$ cat config.mk
export PLATFORM = sky130hd
export DESIGN_NAME = pc_sequencer
export DESIGN_NICKNAME = d
export VERILOG_FILES = /design/src/rtl/pc_sequencer.sv
export SDC_FILE = /design/constraint.sdc
export NUM_CORES = 1
export LEC_CHECK = 0
export ABC_CLOCK_PERIOD_IN_PS = 5000
export BUFFER_PORTS_ARGS = -buffer_cell sky130_fd_sc_hd__buf_2
export CAP_MARGIN = 20
export CORE_MARGIN = 3
export CORE_UTILIZATION = 54
export CTS_BUF_LIST = sky130_fd_sc_hd__clkbuf_4 sky130_fd_sc_hd__clkbuf_8
export CTS_CLUSTER_DIAMETER = 200
export CTS_CLUSTER_SIZE = 12
export DETAILED_ROUTE_END_ITERATION = 16
export MAX_ROUTING_LAYER = met4
export PLACE_DENSITY = 0.85
export SYNTH_ARGS = -nofsm -noshare
export SYNTH_HDL_FRONTEND = slang
export SYNTH_SLANG_ARGS = --single-unit
$ cat constraint.sdc
create_clock -name clock -period 5 [get_ports clock]
set_input_delay 0.5 -clock clock [delete_from_list [all_inputs] [get_ports clock]]
set_output_delay 0.5 -clock clock [all_outputs]
set_load 0.1 [all_outputs]
$ cat src/rtl/pc_sequencer.sv
// pc_sequencer: decides each cycle whether the PC holds, steps or jumps.
// Ports: clock/reset; stall; jump_valid/jump_target; branch_taken/
// branch_target; exception; imem_ready -> pc_enable/pc_goto/pc_addr,
// imem_request, flush_if/flush_id, fetch_timeout.
module pc_sequencer #(
    parameter int                  BitWidth        = 32,
    parameter logic [BitWidth-1:0] ExceptionVector = 32'h0000_0180,
    parameter int                  FetchTimeout    = 15
) (
    input  logic                clock,
    input  logic                reset,
    input  logic                stall,
    input  logic                jump_valid,
    input  logic [BitWidth-1:0] jump_target,
    input  logic                branch_taken,
    input  logic [BitWidth-1:0] branch_target,
    input  logic                exception,
    input  logic                imem_ready,
    output logic                pc_enable,
    output logic                pc_goto,
    output logic [BitWidth-1:0] pc_addr,
    output logic                imem_request,
    output logic                flush_if,
    output logic                flush_id,
    output logic                fetch_timeout
);

    localparam int CntW = $clog2(FetchTimeout + 1);

    // Redirect kinds, encoded so that a larger value wins.
    localparam logic [1:0] KNone = 2'd0;
    localparam logic [1:0] KJmp  = 2'd1;
    localparam logic [1:0] KBr   = 2'd2;
    localparam logic [1:0] KExc  = 2'd3;

    typedef enum logic [1:0] {
        IDLE,
        FETCH,
        HOLD
    } state_t;

    state_t              state;
    logic                pending_valid;
    logic [1:0]          pending_kind;
    logic [BitWidth-1:0] pending_addr;
    logic [CntW-1:0]     wait_cnt;

    logic [1:0]          cur_kind;
    logic [BitWidth-1:0] cur_addr;
    logic [1:0]          pend_kind;
    logic [1:0]          eff_kind;
    logic [BitWidth-1:0] eff_addr;
    logic                redirect;
    logic                timeout_hit;
    logic                capture;

    // Highest-priority redirect on the inputs this cycle.
    always_comb begin
        cur_kind = KNone;
        cur_addr = '0;
        if (exception) begin
            cur_kind = KExc;
            cur_addr = ExceptionVector;
        end else if (branch_taken) begin
            cur_kind = KBr;
            cur_addr = branch_target;
        end else if (jump_valid) begin
            cur_kind = KJmp;
            cur_addr = jump_target;
        end
    end

    // Current input beats pending on equal priority.
    always_comb begin
        pend_kind = pending_valid ? pending_kind : KNone;
        if (cur_kind >= pend_kind) begin
            eff_kind = cur_kind;
            eff_addr = cur_addr;
        end else begin
            eff_kind = pend_kind;
            eff_addr = pending_addr;
        end
        redirect    = (eff_kind != KNone);
        timeout_hit = (state == FETCH) && !imem_ready &&
                      (wait_cnt == CntW'(FetchTimeout));
        capture     = (cur_kind != KNone) && (cur_kind >= pend_kind);
    end

    // Outputs are forced low while reset is held so that a pending
    // redirect or timeout cannot leak out in the reset cycle.
    always_comb begin
        pc_enable     = 1'b0;
        pc_goto       = 1'b0;
        pc_addr       = '0;
        imem_request  = 1'b0;
        flush_if      = 1'b0;
        flush_id      = 1'b0;
        fetch_timeout = 1'b0;
        if (!reset) begin
            unique case (state)
                FETCH: begin
                    imem_request = 1'b1;
                    if (!imem_ready) begin
                        if (timeout_hit) begin
                            fetch_timeout = 1'b1;
                            pc_enable     = 1'b1;
                            pc_goto       = 1'b1;
                            pc_addr       = ExceptionVector;
                            flush_if      = 1'b1;
                        end
                    end else if (redirect) begin
                        pc_enable = 1'b1;
                        pc_goto   = 1'b1;
                        pc_addr   = eff_addr;
                        flush_if  = 1'b1;
                        flush_id  = (eff_kind == KExc) || (eff_kind == KBr);
                    end else if (!stall) begin
                        pc_enable = 1'b1;
                    end
                end
                HOLD: begin
                    if (redirect) begin
                        pc_enable = 1'b1;
                        pc_goto   = 1'b1;
                        pc_addr   = eff_addr;
                        flush_if  = 1'b1;
                        flush_id  = (eff_kind == KExc) || (eff_kind == KBr);
                    end else if (!stall) begin
                        pc_enable = 1'b1;
                    end
                end
                default: ;
            endcase
        end
    end

    always_ff @(posedge clock) begin
        if (reset) begin
            state         <= IDLE;
            pending_valid <= 1'b0;
            pending_kind  <= KNone;
            pending_addr  <= '0;
            wait_cnt      <= '0;
        end else begin
            unique case (state)
                IDLE: begin
                    state    <= FETCH;
                    wait_cnt <= '0;
                end
                FETCH: begin
                    if (!imem_ready) begin
                        if (timeout_hit) begin
                            pending_valid <= 1'b0;
                            pending_kind  <= KNone;
                            pending_addr  <= '0;
                            wait_cnt      <= '0;
                        end else begin
                            wait_cnt <= wait_cnt + 1'b1;
                            if (capture) begin
                                pending_valid <= 1'b1;
                                pending_kind  <= cur_kind;
                                pending_addr  <= cur_addr;
                            end
                        end
                    end else begin
                        pending_valid <= 1'b0;
                        pending_kind  <= KNone;
                        pending_addr  <= '0;
                        wait_cnt      <= '0;
                        if (!redirect && stall) state <= HOLD;
                    end
                end
                HOLD: begin
                    if (redirect || !stall) state <= FETCH;
                end
                default: state <= IDLE;
            endcase
        end
    end

endmodule

==> impl_metrics.ini <==
[outcome]
status = finished, final reports clean

[floorplan]
core_mm2 = 0.00456
ios = 109
initial_core_util_pct = 58.3
die_w_um = 76.2
die_area_mm2 = 0.00580
fp-row-count = 24
die_h_um = 76.2

[cts]
cts_resized = 0
insertion_delay_ps = 310
clock_sink_count = 41
postCtsSetupRepairBufs = 0
path_clk_slew_ps = 80
cts-root-buf = clkbuf_8
htree_num_levels = 2
cts_tree = yes
cts_buffer_depth = 2
postCtsHoldBufs = 0
cts_buffers = 5

[timing]
grt_setup_unrepaired = no
period_needed_ps = 3870
setup_ws_ps = 1130
clock_skew_ps = 12.0
hold_viol = 0
slew_headroom_pct = 28.7
setup_tns_ps = 0
drv_slew = 0
fmax_mhz = 258
finalSetupViolations = 0
hold_ws_ps = 485
fin_crit_sh_pct = 77.5
worstMarginPinSlew_ps = 1070

[global_routing]
grt_use_total_pct = 28.0
antenna_found_initial = 0
grt_max_degree = 41
grt_pass1_vias = 2781
grt_overflow = 0
grt_pass1_wl_um = 13100

[worst_setup_path]
critical_path_class = in -> out
crit_start = branch_taken
cp.arrival_ps = 3370
crit_path_end = pc_addr[19]
crit_required_ps = 4500
start_kind = input pin
worst_path_max_delay_cell = a21oi_4
slowest_delay_ps = 860
r2r-end = pending_addr[21]
cp-end-kind = primary output
r2r_slack_ps = 1850
timing.rr.start = pending_valid
reg2reg_depth = 8
path_cells = buf_2, nor2b_2, nor2_1, ha_1, nand2b_1, a21oi_4, nand2_1, a21oi_2, buf_12
path_max_fanout = 40

[synthesis]
synth_nets = 411
synth_flop_cell = dfxtp_1
synth_area_leaders = dfxtp_1, a22o_1, a21oi_2
synth_cell_types = 44
synth_common_cells = nand2_1, dfxtp_1, nor2_1
avgSynthCellArea_um2 = 8.01
synthCells = 332
ys_seq_area_share_pct = 30.9
yosysTopAreaCell = dfxtp_1
syn_area_mm2 = 0.00266
yosys.area.top_type_share_pct = 30.9
async_flop_share_pct = 0
synth_seq_cells = 41
yosysMostFrequentCell = nand2_1
synth_edf_count = 0
yosysWarningCount = 0

[drt]
wl_met2_um = 3980
drc = 0
met1_length_um = 3230
top_layer = met4
wl_per_cell_um = 16.7
first_pass_iters = 5
drt-total-wl_um = 8100
vias = 2881
via_per_inst = 5.93
drt_iter0_markers = 311
wl_met3_um = 709
ant_nets = 0

[hold_path]
hp-class = reg -> reg

[final_layout]
drive_gt1_share_pct = 37.8
nets = 499
area_delta_synth_final_pct = 41.8
final_cells = 486
n_antenna_cell = 0
design_area_mm2 = 0.00377

[place]
place_area_mm2 = 0.00366
place_congestion = 0.795
place_hpwl_um = 5320
pre_cts_ws_ps = 1060
placedCellCount = 478
portBuffers = 108

[power]
p_per_area_mw_per_mm2 = 214
leakagePower_nw = 1.51
vdd_drop_max_uv = 176

[flow_run]
cap_violations = 0
## worst max-delay path: cells and delay by family
kind	cells	cell delay, ps
simple gates	4	750
buf+inv	2	700
compound gates	2	1100
fa+ha+maj	1	280
## power by group
part | internal, mW | switching, mW | leakage, nW
clock network | 0.150 | 0.126 | 0.0543
registers | 0.336 | 0.00680 | 0.332
logic | 0.0653 | 0.123 | 1.12
## per-layer routing
layer	up-vias	global-route usage [%]
li1	1372	-
met1	1327	33.9
met2	162	45.7
met3	20	6.97
met4	0	9.06
met5	-	-
## per-stage QoR
step | util [%] | total power, mW
after floorplan | - | 0.480
final | 82.6 | 0.806
after global placement | 80.1 | 0.528
after detailed placement | 80.1 | 0.534
after CTS | 82.6 | 0.804
after global routing | 82.6 | 0.832
## state kept, by name, summed over array words and instances, names as in the netlist
register / cells
pending_addr: 32
pending_kind: 2
pending_valid: 1
state: 2
wait_cnt: 4
## kinds of logic (layout without fill, tap and decap cells)
family          count (synthesis)  in the layout  synth area share [%]
buf+inv                        35            124                  7.62
compound gates                125            125                  38.1
fa+ha+maj                       8              8                  3.76
flops                          41             41                  30.9
simple gates                  123            123                  19.7
## area by class of cell
class / count / area [um^2]
multi-input cells: 256 / 1660
repair buffers: 111 / 1070
flip-flops and latches: 41 / 821
fillers: 272 / 793
well taps: 65 / 81.3
clock buffers: 5 / 68.8
clock inverters: 3 / 46.3
inverters: 5 / 18.8
## layout by cell type, fill, tap and decap left out, types with 3 or more instances in the layout
cell	netlist	layout
buf_2	9	74
nand2_1	65	65
nor2_1	41	41
dfxtp_1	41	41
buf_12	0	34
a22o_1	31	31
a22oi_1	30	30
a21oi_2	30	29
a21oi_1	8	8
ha_1	8	8
inv_1	5	5
clkbuf_8	0	5
o21ai_1	4	4
a21o_1	3	3
a211oi_1	3	3
buf_4	2	3
## worst min path at each step
stage                startpoint               end  cells past startpoint
3_3_place_gp    pending_kind[0]   pending_kind[0]                      1
3_5_place_dp    pending_kind[0]   pending_kind[0]                      1
2_1_floorplan   pending_kind[0]   pending_kind[0]                      1
6_report        pending_addr[8]   pending_addr[8]                      1
5_1_grt        pending_addr[13]  pending_addr[13]                      1
4_1_cts         pending_addr[8]   pending_addr[8]                      1
No activity file was read; power rests on OpenSTA's default activity.
